[config.mk]
export PLATFORM = sky130hd
export DESIGN_NAME = amo_sequencer_flat
export DESIGN_NICKNAME = d
export VERILOG_FILES = /design/src/rtl/amo_sequencer_if.sv /design/src/rtl/amo_sequencer.sv /design/src/flat_wrapper.sv
export SDC_FILE = /design/constraint.sdc
export NUM_CORES = 1
export LEC_CHECK = 0
export CAP_MARGIN = 20
export CORE_UTILIZATION = 37
export CTS_CLUSTER_SIZE = 28
export DETAILED_ROUTE_END_ITERATION = 10
export PLACE_DENSITY = 0.85
export SLEW_MARGIN = 20
export SYNTH_ARGS = -nofsm -noshare
export SYNTH_HDL_FRONTEND = slang
export SYNTH_SLANG_ARGS = --single-unit
[constraint.sdc]
create_clock -name clk -period 1.6 [get_ports clk]
set_input_delay 0.32 -clock clk [delete_from_list [all_inputs] [get_ports clk]]
set_output_delay 0.32 -clock clk [all_outputs]
set_load 0.03 [all_outputs]
[src/rtl/amo_sequencer_if.sv]
// amo_sequencer_if: main-control <-> RV32A sequencer handshake and datapath strobes.
interface amo_sequencer_if;
   logic       start;
   logic [4:0] funct5;
   logic [1:0] addr_lo;
   logic       reserved;
   logic       mem_ready;
   logic       page_fault;
   logic       busy;
   logic       done;
   logic       fault;
   logic [3:0] fault_cause;
   logic       mem_valid;
   logic       MemWrite;
   logic       AdrSrc;
   logic       RegWrite;
   logic [2:0] ResultSrc;
   logic [2:0] ALUSrcA;
   logic [1:0] ALUSrcB;
   logic       alu_amo_op;
   logic       amo_buffered_address;
   logic       amo_temp_write_operation;
   logic       select_ALUResult;
   logic       select_amo_temp;
   logic       amo_set_reserved_state_load;
   logic       amo_buffered_data;
   logic       muxed_Aluout_or_amo_rd_wr;
   modport master (
      output start, funct5, addr_lo, reserved, mem_ready, page_fault,
      input  busy, done, fault, fault_cause, mem_valid, MemWrite, AdrSrc, RegWrite,
             ResultSrc, ALUSrcA, ALUSrcB, alu_amo_op, amo_buffered_address,
             amo_temp_write_operation, select_ALUResult, select_amo_temp,
             amo_set_reserved_state_load, amo_buffered_data, muxed_Aluout_or_amo_rd_wr
   );
   modport slave (
      input  start, funct5, addr_lo, reserved, mem_ready, page_fault,
      output busy, done, fault, fault_cause, mem_valid, MemWrite, AdrSrc, RegWrite,
             ResultSrc, ALUSrcA, ALUSrcB, alu_amo_op, amo_buffered_address,
             amo_temp_write_operation, select_ALUResult, select_amo_temp,
             amo_set_reserved_state_load, amo_buffered_data, muxed_Aluout_or_amo_rd_wr
   );
endinterface

[src/rtl/amo_sequencer.sv]
// amo_sequencer: multi-cycle control sequencer for RV32A LR.W / SC.W / AMO*.W.
module amo_sequencer #(
   parameter int CHECK_ALIGN = 1
) (
   input logic          clk,
   input logic          resetn,
   amo_sequencer_if.slave bus
);
   typedef enum logic [3:0] {
      S_IDLE, S_ADDR, S_LOAD, S_WB, S_CALC, S_AMO_STORE,
      S_SC_STORE, S_SC_OK, S_SC_FAIL, S_SC_CLR, S_DONE, S_FAULT
   } state_t;
   state_t     r_state;
   logic       r_lr;
   logic       r_sc;
   logic [3:0] r_cause;
   // every AMO code has funct5[1:0]==0; LR/SC/SWAP share funct5[4:2]==0
   wire logic w_legal   = bus.funct5[1:0] == 2'b00 || bus.funct5[4:2] == 3'b000;
   wire logic w_misal   = CHECK_ALIGN != 0 && bus.addr_lo != 2'b00;
   wire logic w_idle    = r_state == S_IDLE;
   wire logic w_addr    = r_state == S_ADDR;
   wire logic w_load    = r_state == S_LOAD;
   wire logic w_wb      = r_state == S_WB;
   wire logic w_calc    = r_state == S_CALC;
   wire logic w_amo_st  = r_state == S_AMO_STORE;
   wire logic w_store   = w_amo_st || r_state == S_SC_STORE;
   wire logic w_mem     = w_load || w_store;
   wire logic w_sc_ok   = r_state == S_SC_OK;
   wire logic w_sc_fail = r_state == S_SC_FAIL;
   wire logic w_sc_clr  = r_state == S_SC_CLR;
   wire logic w_lr_wb   = w_wb && r_lr;
   always_ff @(posedge clk or negedge resetn) begin
      if (!resetn) begin
         r_state <= S_IDLE;
         r_lr    <= 1'b0;
         r_sc    <= 1'b0;
         r_cause <= 4'd0;
      end else begin
         case (r_state)
            S_IDLE: if (bus.start) begin
               r_lr    <= bus.funct5 == 5'b00010;
               r_sc    <= bus.funct5 == 5'b00011;
               r_cause <= w_legal ? 4'd0 : 4'd2;
               r_state <= w_legal ? S_ADDR : S_FAULT;
            end
            S_ADDR: if (w_misal) begin
               r_cause <= r_lr ? 4'd4 : 4'd6;
               r_state <= S_FAULT;
            end else
               r_state <= !r_sc ? S_LOAD : bus.reserved ? S_SC_STORE : S_SC_FAIL;
            S_LOAD: if (bus.mem_ready) begin
               if (bus.page_fault) r_cause <= r_lr ? 4'd13 : 4'd15;
               r_state <= bus.page_fault ? S_FAULT : S_WB;
            end
            S_WB:   r_state <= r_lr ? S_DONE : S_CALC;
            S_CALC: r_state <= S_AMO_STORE;
            S_AMO_STORE, S_SC_STORE: if (bus.mem_ready) begin
               if (bus.page_fault) r_cause <= 4'd15;
               r_state <= bus.page_fault ? S_FAULT : w_amo_st ? S_DONE : S_SC_OK;
            end
            S_SC_OK:   r_state <= S_DONE;
            S_SC_FAIL: r_state <= S_SC_CLR;
            S_SC_CLR:  r_state <= S_DONE;
            default:   r_state <= S_IDLE;
         endcase
      end
   end
   assign bus.busy        = !w_idle;
   assign bus.done        = r_state == S_DONE;
   assign bus.fault       = r_state == S_FAULT;
   assign bus.fault_cause = r_cause;
   assign bus.mem_valid   = w_mem;
   assign bus.MemWrite    = w_store;
   assign bus.AdrSrc      = w_mem;
   assign bus.RegWrite    = w_wb || w_sc_ok || w_sc_fail;
   assign bus.ResultSrc   = w_mem ? 3'd5 : w_wb ? 3'd1 : 3'd0;
   assign bus.ALUSrcA     = w_addr ? 3'd2 : w_calc ? 3'd3 : 3'd0;
   assign bus.ALUSrcB     = w_addr ? 2'd3 : 2'd0;
   assign bus.alu_amo_op  = w_calc;
   assign bus.amo_buffered_address = w_addr;
   // loaded word is captured into temp on the completing load beat only
   assign bus.amo_temp_write_operation    = w_calc || (w_load && bus.mem_ready && !bus.page_fault);
   assign bus.select_ALUResult            = w_calc;
   assign bus.select_amo_temp             = w_wb || w_amo_st;
   assign bus.amo_set_reserved_state_load = w_lr_wb || w_sc_ok || w_sc_clr;
   assign bus.amo_buffered_data           = w_lr_wb || w_sc_fail;
   assign bus.muxed_Aluout_or_amo_rd_wr   = w_sc_ok || w_sc_fail;
endmodule

[src/flat_wrapper.sv]
// flat-port wrapper written by rule: the top's interface ports become plain ports
module amo_sequencer_flat 
#(
   parameter int CHECK_ALIGN = 1
)
  (clk, resetn, bus_start, bus_funct5, bus_addr_lo, bus_reserved, bus_mem_ready, bus_page_fault, bus_busy, bus_done, bus_fault, bus_fault_cause, bus_mem_valid, bus_MemWrite, bus_AdrSrc, bus_RegWrite, bus_ResultSrc, bus_ALUSrcA, bus_ALUSrcB, bus_alu_amo_op, bus_amo_buffered_address, bus_amo_temp_write_operation, bus_select_ALUResult, bus_select_amo_temp, bus_amo_set_reserved_state_load, bus_amo_buffered_data, bus_muxed_Aluout_or_amo_rd_wr);
  amo_sequencer_if bus_i ();
  input logic clk;
  input logic resetn;
  input wire logic [$bits(bus_i.start)-1:0] bus_start;
  input wire logic [$bits(bus_i.funct5)-1:0] bus_funct5;
  input wire logic [$bits(bus_i.addr_lo)-1:0] bus_addr_lo;
  input wire logic [$bits(bus_i.reserved)-1:0] bus_reserved;
  input wire logic [$bits(bus_i.mem_ready)-1:0] bus_mem_ready;
  input wire logic [$bits(bus_i.page_fault)-1:0] bus_page_fault;
  output wire logic [$bits(bus_i.busy)-1:0] bus_busy;
  output wire logic [$bits(bus_i.done)-1:0] bus_done;
  output wire logic [$bits(bus_i.fault)-1:0] bus_fault;
  output wire logic [$bits(bus_i.fault_cause)-1:0] bus_fault_cause;
  output wire logic [$bits(bus_i.mem_valid)-1:0] bus_mem_valid;
  output wire logic [$bits(bus_i.MemWrite)-1:0] bus_MemWrite;
  output wire logic [$bits(bus_i.AdrSrc)-1:0] bus_AdrSrc;
  output wire logic [$bits(bus_i.RegWrite)-1:0] bus_RegWrite;
  output wire logic [$bits(bus_i.ResultSrc)-1:0] bus_ResultSrc;
  output wire logic [$bits(bus_i.ALUSrcA)-1:0] bus_ALUSrcA;
  output wire logic [$bits(bus_i.ALUSrcB)-1:0] bus_ALUSrcB;
  output wire logic [$bits(bus_i.alu_amo_op)-1:0] bus_alu_amo_op;
  output wire logic [$bits(bus_i.amo_buffered_address)-1:0] bus_amo_buffered_address;
  output wire logic [$bits(bus_i.amo_temp_write_operation)-1:0] bus_amo_temp_write_operation;
  output wire logic [$bits(bus_i.select_ALUResult)-1:0] bus_select_ALUResult;
  output wire logic [$bits(bus_i.select_amo_temp)-1:0] bus_select_amo_temp;
  output wire logic [$bits(bus_i.amo_set_reserved_state_load)-1:0] bus_amo_set_reserved_state_load;
  output wire logic [$bits(bus_i.amo_buffered_data)-1:0] bus_amo_buffered_data;
  output wire logic [$bits(bus_i.muxed_Aluout_or_amo_rd_wr)-1:0] bus_muxed_Aluout_or_amo_rd_wr;
  assign bus_i.start = bus_start;
  assign bus_i.funct5 = bus_funct5;
  assign bus_i.addr_lo = bus_addr_lo;
  assign bus_i.reserved = bus_reserved;
  assign bus_i.mem_ready = bus_mem_ready;
  assign bus_i.page_fault = bus_page_fault;
  assign bus_busy = bus_i.busy;
  assign bus_done = bus_i.done;
  assign bus_fault = bus_i.fault;
  assign bus_fault_cause = bus_i.fault_cause;
  assign bus_mem_valid = bus_i.mem_valid;
  assign bus_MemWrite = bus_i.MemWrite;
  assign bus_AdrSrc = bus_i.AdrSrc;
  assign bus_RegWrite = bus_i.RegWrite;
  assign bus_ResultSrc = bus_i.ResultSrc;
  assign bus_ALUSrcA = bus_i.ALUSrcA;
  assign bus_ALUSrcB = bus_i.ALUSrcB;
  assign bus_alu_amo_op = bus_i.alu_amo_op;
  assign bus_amo_buffered_address = bus_i.amo_buffered_address;
  assign bus_amo_temp_write_operation = bus_i.amo_temp_write_operation;
  assign bus_select_ALUResult = bus_i.select_ALUResult;
  assign bus_select_amo_temp = bus_i.select_amo_temp;
  assign bus_amo_set_reserved_state_load = bus_i.amo_set_reserved_state_load;
  assign bus_amo_buffered_data = bus_i.amo_buffered_data;
  assign bus_muxed_Aluout_or_amo_rd_wr = bus_i.muxed_Aluout_or_amo_rd_wr;
  amo_sequencer #(.CHECK_ALIGN(CHECK_ALIGN)) u_core (.clk(clk), .resetn(resetn), .bus(bus_i));
endmodule
==> results.py, run 1 <==
metrics = {
    "drt": {
        "drc": 0,
        "drt-total-wl_um": 4890,
        "drt_first_pass_iters": 4,
        "vias": 1341,
        "drtAntennaViolNets": 0,
        "drt_iter0_drc": 48,
        "routedWlPerCell_um": 21.9,
        "viasPerCell": 6.01,
    },
    "flow_run": {
        "drv_cap": 0,
    },
    "global_routing": {
        "grt_pass1_wl_um": 6160,
        "overflow": 0,
        "grt_start_max_net_pins": 11,
        "antenna_found_initial": 0,
        "grtUsageTotal": 0.329,
        "first_global_vias": 1275,
    },
    "critical_path": {
        "reg2reg_slack_ns": -0.26,
        "worst_setup_path_end_kind": "primary output",
        "cp-start-kind": "register",
        "worst-path-max-fanout": 5,
        "crit_type": "register to primary output",
        "cp.arrival_ns": 1.62,
        "r2r_start": "u_core.r_state[1]",
        "required_ns": 1.28,
        "crit_path_start": "u_core.r_state[1]",
    },
    "die": {
        "initial_core_util": 0.402,
        "fp-row-count": 17,
        "dieHeight_um": 51.5,
        "die_w_um": 51.5,
        "core_um2": 2250,
        "design.die.area_um2": 2650,
        "top_level_ports": 40,
    },
    "cts": {
        "clock_latency_ns": 0.26,
        "root_buffer": "clkbuf_4",
        "clock_sinks": 9,
        "cts_made_buffers": 3,
        "cts_tree": "yes",
        "path_clk_slew_ns": 0.06,
        "clk_path_buf_depth": 2,
        "h-tree-depth": 1,
    },
    "outcome": {
        "violations": "setup timing",
        "outcome": "complete, but fails checks",
    },
    "timing": {
        "final-hold-violation-count": 0,
        "period_minus_slack_ns": 1.94,
        "setup_slack_ns": -0.339,
        "fmax_mhz": 516,
        "finalMaxSlewViolations": 0,
        "rsz0062_at_grt": "true",
        "setup_viol": 30,
        "skew_ns": 0.00708,
        "fin_tns_setup_ns": -6.66,
        "period_share": 1.21,
    },
    "finish": {
        "drive_gt1_frac": 0.646,
        "n_antenna_cell": 0,
        "areaGrowthSynthToFinish_pct": 123,
        "fin_nets": 209,
    },
    "logic_synthesis": {
        "ys_async_sr_fraction": 1.00,
        "ys_ff_latch": 9,
        "syn_inst": 115,
        "synth_ff_type": "dfrtp_1",
        "syn_area_um2": 906,
        "avgSynthCellArea_um2": 7.88,
        "synth_top_area_share": 0.249,
        "yosysTopAreaCell": "dfrtp_1",
        "synth_enable_flop_cells": 0,
        "yosys_warnings": 0,
        "ys_top_cells_by_area": "dfrtp_1 (25%), buf_4 (8.3%), a21oi_1 (5.5%)",
        "seq_area_frac_synth": 0.249,
        "synthTopCellsByCount": "nor2_1 (12), a21oi_1 (10), buf_4 (10)",
        "synth_most_common_cell": "nor2_1",
        "ys_types": 38,
    },
    "placement": {
        "gp_congestion": 0.887,
        "hpwlAfterDp_um": 2270,
        "port_buffers": 37,
        "dp_worst_setup_slack_ns": -0.496,
    },
    "power": {
        "p_leak_nw": 0.931,
        "irDropWorstVdd_v": 0.00178,
        "power.total_w": 0.00496,
        "powerDensity_nw_per_um2": 2450,
    },
    "hold_path": {
        "worstHoldPathType": "input port to asynchronous set/reset pin",
    },
}
-- kinds of logic (layout without fill, tap and decap cells) --
family	Yosys count	after routing	synth area share
xor gates and xnor gates	1	1	0.00967
other	1	2	0.00414
and+or+nand+nor	50	50	0.311
DFF	9	9	0.249
AOI/OAI and AO/OA	28	28	0.228
muxes	5	5	0.0608
buffers and inverters	21	100	0.138
-- cells in the final DEF, fill, tap and decap left out, drive strengths merged, types with 6 or more instances in the layout --
cell	n
nand2	8
clkdlybuf4s50	11
nor3	6
a21oi	10
dfrtp	9
nand2b	6
buf	74
nor2	12
inv	6
-- state kept, by name, indices dropped and copies added, names as in the netlist --
signal and cells:
u_core.bus.fault_cause 3, u_core.r_state 4, u_core.r_lr 1, u_core.r_sc 1
-- metal layers --
metal / up-vias / track usage / wire, um
met4: 0 / 0.239 / 331
met5: - / 0 / 0
met1: 650 / 0.330 / 1750
li1: 562 / - / -
met2: 95 / 0.578 / 2430
met3: 34 / 0.0863 / 379
-- where the power goes --
part	internal (W)	switching, W	total, W
clock network	0.0000961	0.0000786	0.000175
registers	0.000331	0.000129	0.000460
logic	0.00209	0.00223	0.00432
-- area by class of cell --
cell class	count	area [um^2]
Fill cell	81	230
Clock buffer	4	26.3
Inverter	6	25.0
Tap cell	28	35.0
Timing Repair Buffer	90	882
Multi-Input combinational cell	86	826
Sequential cell	9	230
-- stage by stage --
stage / utilization / area (um^2) / cells / hold WS [ns]
4_1_cts: 0.801 / 1810 / 213 / 0.343
5_1_grt: 0.898 / 2020 / 223 / 0.367
3_5_place_dp: 0.632 / 1430 / 192 / 0.503
3_3_place_gp: 0.632 / 1430 / 192 / 0.500
2_1_floorplan: - / 980 / 116 / 0.0244
6_report: 0.898 / 2020 / 223 / 0.342
-- critical path, cell delays in order (launching register included) --
cell	delay, ns
dfrtp_2	0.45
buf_6	0.15
nand3b_1	0.27
buf_4	0.20
a21oi_2	0.14
buf_6	0.15
-- worst paths after layout --
check                      cells past startpoint                   endpoint
max in group asynchronous                      1          u_core.r_state[2]
min                                            1  u_core.bus.fault_cause[1]
max reg2reg                                    7          u_core.r_state[2]
min in group clk                               2  u_core.bus.fault_cause[2]
min reg2reg                                    2  u_core.bus.fault_cause[2]
max                                            5           bus_ResultSrc[0]
-- repair_timing --
item / 4_1_cts / 5_1_grt
hold buffers: 0 / 0
gates resized for setup: 59 / 34
gates cloned: 0 / 1
pin swaps: 9 / 13
buffers inserted: 17 / 10
endpoints found under the setup margin: 33 / 31
endpoints found under the hold margin: 0 / 0
(Power assumes the default switching activity.)
==> run 2: changes to the inputs <==
ABC_CLOCK_PERIOD_IN_PS = 1600   (was default)
CAP_MARGIN = default   (was 20)
SKIP_LAST_GASP = 1   (was default)
==> run 2 against run 1 <==
The flow still finishes with violations (setup timing). Routed wire length decreased by 7.2%. Non-clock buffer count fell by 2. Largest cell class is now multi-input combinational cells. Critical path depth is 1 higher. Clock power grew 7%. Via count down 3.7%. Die area did not move. Worst hold slack got worse by 0.016 ns. Sequential power is 0.9% lower. Final area fell by 3.0%. Clock-buffer cell count unchanged. Register-to-register slack worse by 0.02 ns. Global-route usage fell by 1.3 points.
==> results.py, run 2 (synthesized netlist as in run 1, its figures left out) <==
metrics = {
    "timing": {
        "slew_headroom": 0.618,
        "setup_slack_ns": -0.434,
        "period_minus_slack_ns": 2.03,
        "finalMaxSlewViolations": 0,
        "setup_viol": 30,
        "period_share": 1.27,
        "fmax_mhz": 492,
        "hold_slack_ns": 0.326,
        "final-hold-violation-count": 0,
        "skew_ns": 0.0101,
        "rsz0062_at_grt": "true",
        "worst_slew_pin_slew_ns": 0.559,
    },
    "placement": {
        "place_inst": 192,
        "hpwlAfterDp_um": 2270,
        "gp_congestion": 0.887,
        "port_buffers": 37,
        "dp_worst_setup_slack_ns": -0.496,
    },
    "cts": {
        "path_clk_slew_ns": 0.07,
        "clock_sinks": 9,
        "clock_latency_ns": 0.28,
        "cts_tree": "yes",
        "h-tree-depth": 1,
        "root_buffer": "clkbuf_4",
        "cts_made_buffers": 3,
        "cts_hold_buf": 0,
        "clk_path_buf_depth": 2,
    },
    "critical_path": {
        "cp-start-kind": "register",
        "r2r_start": "u_core.r_state[1]",
        "worst-path-max-fanout": 9,
        "crit_type": "register to primary output",
        "required_ns": 1.28,
        "reg2reg_slack_ns": -0.28,
        "r2r_cells": 7,
        "endpoint": "bus_amo_temp_write_operation",
        "cp.arrival_ns": 1.71,
        "worst_setup_path_end_kind": "primary output",
        "r2r_end": "u_core.bus.fault_cause[0]",
        "crit_path_start": "u_core.r_state[1]",
    },
    "die": {
        "initial_core_util": 0.402,
        "core_um2": 2250,
        "fp-row-count": 17,
        "design.die.area_um2": 2650,
        "dieHeight_um": 51.5,
        "top_level_ports": 40,
        "die_w_um": 51.5,
    },
    "drt": {
        "drt_iter0_drc": 59,
        "drtAntennaViolNets": 0,
        "drt_first_pass_iters": 4,
        "routedWlPerCell_um": 20.6,
        "viasPerCell": 5.85,
        "drc": 0,
        "drt-total-wl_um": 4540,
        "vias": 1292,
    },
    "global_routing": {
        "first_global_vias": 1247,
        "overflow": 0,
        "grt_start_max_net_pins": 11,
        "antenna_found_initial": 0,
        "grtUsageTotal": 0.316,
        "grt_pass1_wl_um": 5950,
    },
    "finish": {
        "largest-register": "u_core.r_state",
        "num-fill-cells": 100,
        "drive_gt1_frac": 0.637,
        "layout_commonest_cell": "buf_4",
        "largest_register_ffs": 4,
        "n_antenna_cell": 0,
        "instances_no_fill": 221,
        "mostFrequentLayoutCells": "buf_4 (45), buf_6 (24), clkdlybuf4s50_1 (11)",
        "areaGrowthSynthToFinish_pct": 117,
        "fin_nets": 207,
    },
    "outcome": {
        "outcome": "complete, but fails checks",
        "violations": "setup timing",
    },
    "power": {
        "powerDensity_nw_per_um2": 2420,
        "irDropWorstVdd_v": 0.00174,
        "p_leak_nw": 0.892,
    },
    "hold_path": {
        "worstHoldPathType": "input port to asynchronous set/reset pin",
    },
    "flow_run": {
        "drv_cap": 0,
    },
}
run 2: cell types whose count changed in the layout (fill, tap and decap cells not counted), moves of 2 or more:
cell / delta
nand2_4: -2
buf_4: +7
nand2_2: +2
buf_6: -7
run 2: through the flow:
step / instance area, um^2 / util / TNS (ns) / total power (W)
3_3_place_gp: 1430 / 0.632 / -3.29 / 0.00304
3_5_place_dp: 1430 / 0.632 / -3.91 / 0.00312
5_1_grt: 1960 / 0.871 / -8.22 / 0.00490
6_report: 1960 / 0.871 / -7.20 / 0.00476
4_1_cts: 1790 / 0.793 / -4.65 / 0.00411
2_1_floorplan: 980 / - / -0.724 / 0.00219
run 2: area by class of cell:
cell class                 count  area, um^2  share of cell area
timing repair buffer          88         821               0.418
tap                           28        35.0              0.0178
clock buffer                   4        26.3              0.0134
inverter                       6        28.8              0.0147
multi-input combinational     86         823               0.419
sequential                     9         229               0.117
run 2: worst max-delay path: stages (launching register included):
cell and delay (ns):
dfrtp_1 0.39, buf_6 0.16, clkinvlp_4 0.16, nor4_4 0.28
a21oi_1 0.08, nor3_2 0.15, buf_4 0.20
run 2: repair_timing:
| item | in CTS | in global routing |
|---|---|---|
| buffers inserted | 17 | 8 |
| endpoints found under the setup margin | 33 | 31 |
| pin swaps | 9 | 10 |
| resized for setup | 56 | 26 |
run 2: worst min path at each step:
stage | end | startpoint | depth (start not counted)
floorplan | u_core.bus.fault_cause[0] | resetn | 0
global placement | u_core.bus.fault_cause[1] | u_core.bus.fault_cause[1] | 1
detailed placement | u_core.bus.fault_cause[1] | u_core.bus.fault_cause[1] | 1
CTS | u_core.bus.fault_cause[1] | resetn | 1
global route | u_core.bus.fault_cause[1] | resetn | 1
finish | u_core.bus.fault_cause[1] | resetn | 1
run 2: per-layer routing:
metal	vias to the layer above	wire length, um	track usage
met1	603	1630	0.353
met4	0	310	0.194
met3	36	394	0.0625
met5	-	0	0
met2	100	2210	0.543
li1	553	-	-
run 2: where the power goes:
part	internal, W	switching [W]
registers	0.000329	0.000128
clock network	0.0000967	0.0000907
logic	0.00196	0.00216
==> run 3: changes to the inputs <==
CORE_MARGIN = 2   (was default)
==> run 3 against run 2 <==
The run still ends with setup timing left. Sequential power down 2%. Clock power down 5%. Worst hold slack better by 0.011 ns. Routed wire length up 7.2%. Register-to-register slack worse by 0.08 ns. Non-clock buffer count up 3. Flip-flop and latch count unchanged. Critical path type is now register to register. Critical endpoint is now u_core.bus.fault_cause[0]. Highest routed layer unchanged.
==> results.py, run 3 (synthesized netlist as in run 1, its figures left out) <==
metrics = {
    "placement": {
        "hpwlAfterDp_um": 2280,
        "gp_congestion": 0.947,
        "place_inst": 195,
        "port_buffers": 37,
        "place_area_um2": 1440,
    },
    "die": {
        "core_um2": 2250,
        "design.die.area_um2": 2860,
        "dieHeight_um": 53.5,
        "initial_core_util": 0.402,
        "fp-row-count": 17,
        "top_level_ports": 40,
        "die_w_um": 53.5,
    },
    "drt": {
        "vias": 1343,
        "routedWlPerCell_um": 21.7,
        "drtAntennaViolNets": 0,
        "viasPerCell": 6.00,
        "drc": 0,
        "drt_first_pass_iters": 4,
        "drt_iter0_drc": 38,
        "drt-total-wl_um": 4870,
    },
    "timing": {
        "setup_slack_ns": -0.362,
        "skew_ns": 0.0155,
        "setup_viol": 30,
        "period_minus_slack_ns": 1.96,
        "fmax_mhz": 510,
        "final-hold-violation-count": 0,
        "finalMaxSlewViolations": 0,
        "period_share": 1.23,
        "rsz0062_at_grt": "true",
    },
    "critical_path": {
        "cp.arrival_ns": 2.10,
        "required_ns": 1.74,
        "cp-start-kind": "register",
        "path_buf_inv": 2,
        "crit_path_cell_trace": "buf_6 > nand3b_1 > buf_4 > a21oi_1 > o21ai_2 > mux2_4",
        "crit_type": "register to register",
        "worst-path-max-fanout": 6,
        "crit_family": "compound AO/OA/AOI/OAI gates",
        "worst_path_max_delay_cell": "dfrtp_1",
        "cp_slowest_stage_delay_ns": 0.44,
        "worst_setup_path_end_kind": "register",
    },
    "power": {
        "power.total_w": 0.00476,
        "p_leak_nw": 0.915,
        "powerDensity_nw_per_um2": 2460,
        "swShare": 0.503,
        "pwr-share-comb": 0.869,
        "p_int_w": 0.00236,
        "seqPwrFrac": 0.094,
        "power.switching_w": 0.00239,
        "p_clk_frac": 0.037,
        "irDropWorstVdd_v": 0.00177,
    },
    "global_routing": {
        "grt_pass1_wl_um": 5400,
        "grtUsageTotal": 0.264,
        "antenna_found_initial": 0,
        "first_global_vias": 1157,
        "overflow": 0,
        "grt_start_max_net_pins": 12,
    },
    "cts": {
        "cts_made_buffers": 3,
        "cts_hold_buf": 0,
        "root_buffer": "clkbuf_4",
        "clock_latency_ns": 0.27,
        "path_clk_slew_ns": 0.07,
        "clock_sinks": 9,
        "cts_tree": "yes",
        "clk_path_buf_depth": 2,
        "h-tree-depth": 1,
    },
    "finish": {
        "design_area_um2": 1940,
        "areaGrowthSynthToFinish_pct": 114,
        "num-fill-cells": 112,
        "instances_no_fill": 224,
        "n_antenna_cell": 0,
        "largest-register": "u_core.r_state",
        "largest_register_ffs": 4,
        "layout_commonest_cell": "buf_4",
        "drive_gt1_frac": 0.628,
        "fin_nets": 210,
        "mostFrequentLayoutCells": "buf_4 (48), buf_6 (27), clkdlybuf4s50_1 (12)",
    },
    "outcome": {
        "violations": "setup timing",
        "outcome": "complete, but fails checks",
    },
    "hold_path": {
        "worstHoldPathType": "input port to asynchronous set/reset pin",
    },
    "flow_run": {
        "drv_cap": 0,
    },
}
run 3: cell types whose count changed in the layout (fill, tap and decap cells not counted), moves of 2 or more:
cell,before,now
buf_6,24,27
nand2_2,2,0
buf_4,45,48
a21oi_4,4,2
nand2_4,1,3
inv_2,0,3
buf_12,2,0
a21oi_2,2,4
run 3: metrics by stage:
| step | hold WS (ns) | worst slack, ns | util | TNS (ns) |
|---|---|---|---|---|
| floorplan | 0.0244 | -0.204 | - | -0.724 |
| CTS | 0.351 | -0.212 | 0.755 | -4.13 |
| global placement | 0.488 | -0.434 | 0.637 | -3.55 |
| detailed placement | 0.496 | -0.496 | 0.637 | -4.24 |
| finish | 0.337 | -0.362 | 0.858 | -7.24 |
| global route | 0.375 | -0.410 | 0.858 | -7.88 |
run 3: power by group through the flow:
stage | Combinational, W | Clock (W) | Sequential, W
floorplan | 0.00175 | 0 | 0.000443
global placement | 0.00263 | 0 | 0.000434
detailed placement | 0.00270 | 0 | 0.000439
CTS | 0.00330 | 0.000179 | 0.000409
global route | 0.00429 | 0.000195 | 0.000443
finish | 0.00413 | 0.000178 | 0.000446
run 3: path summary, 6_finish.rpt:
path,start,to,slack [ns],cells past startpoint
hold reg to reg,u_core.bus.fault_cause[1],u_core.bus.fault_cause[1],0.56,1
min in group clk,u_core.bus.fault_cause[1],u_core.bus.fault_cause[1],0.56,1
setup / recovery,u_core.r_state[1],u_core.bus.fault_cause[0],-0.36,6
max in group asynchronous,resetn,u_core.r_state[3],0.96,1
setup reg to reg,u_core.r_state[1],u_core.bus.fault_cause[0],-0.36,6
hold / removal,resetn,u_core.r_state[1],0.34,1
run 3: layout make-up:
class | count | area [um^2] | share of cell area
Multi-Input combinational cell | 86 | 801 | 0.414
Clock buffer | 4 | 26.3 | 0.0136
Tap cell | 28 | 35.0 | 0.0181
Inverter | 6 | 22.5 | 0.0116
Sequential cell | 9 | 228 | 0.118
Timing Repair Buffer | 91 | 823 | 0.425
run 3: layer usage:
metal  vias up  GRT usage  part of all wire
met4         0     0.0897             0.094
met3        55     0.0706             0.086
li1        560          -                 -
met5         -          0                 0
met2       103      0.484              0.49
met1       625      0.289              0.33
run 3: worst reg2reg max path: cells and delay by family (launching register included):
family	cells	cell delay, ns
and+or+nand+nor	1	0.22
DFF	1	0.44
muxes	1	0.33
AOI/OAI and AO/OA	2	0.49
buffers and inverters	2	0.35
run 3: repair_timing:
item,CTS,global route
setup buffers,12,13
pin swaps,12,13
gates cloned,0,1
setup endpoints to repair,33,31
gates resized for setup,47,32
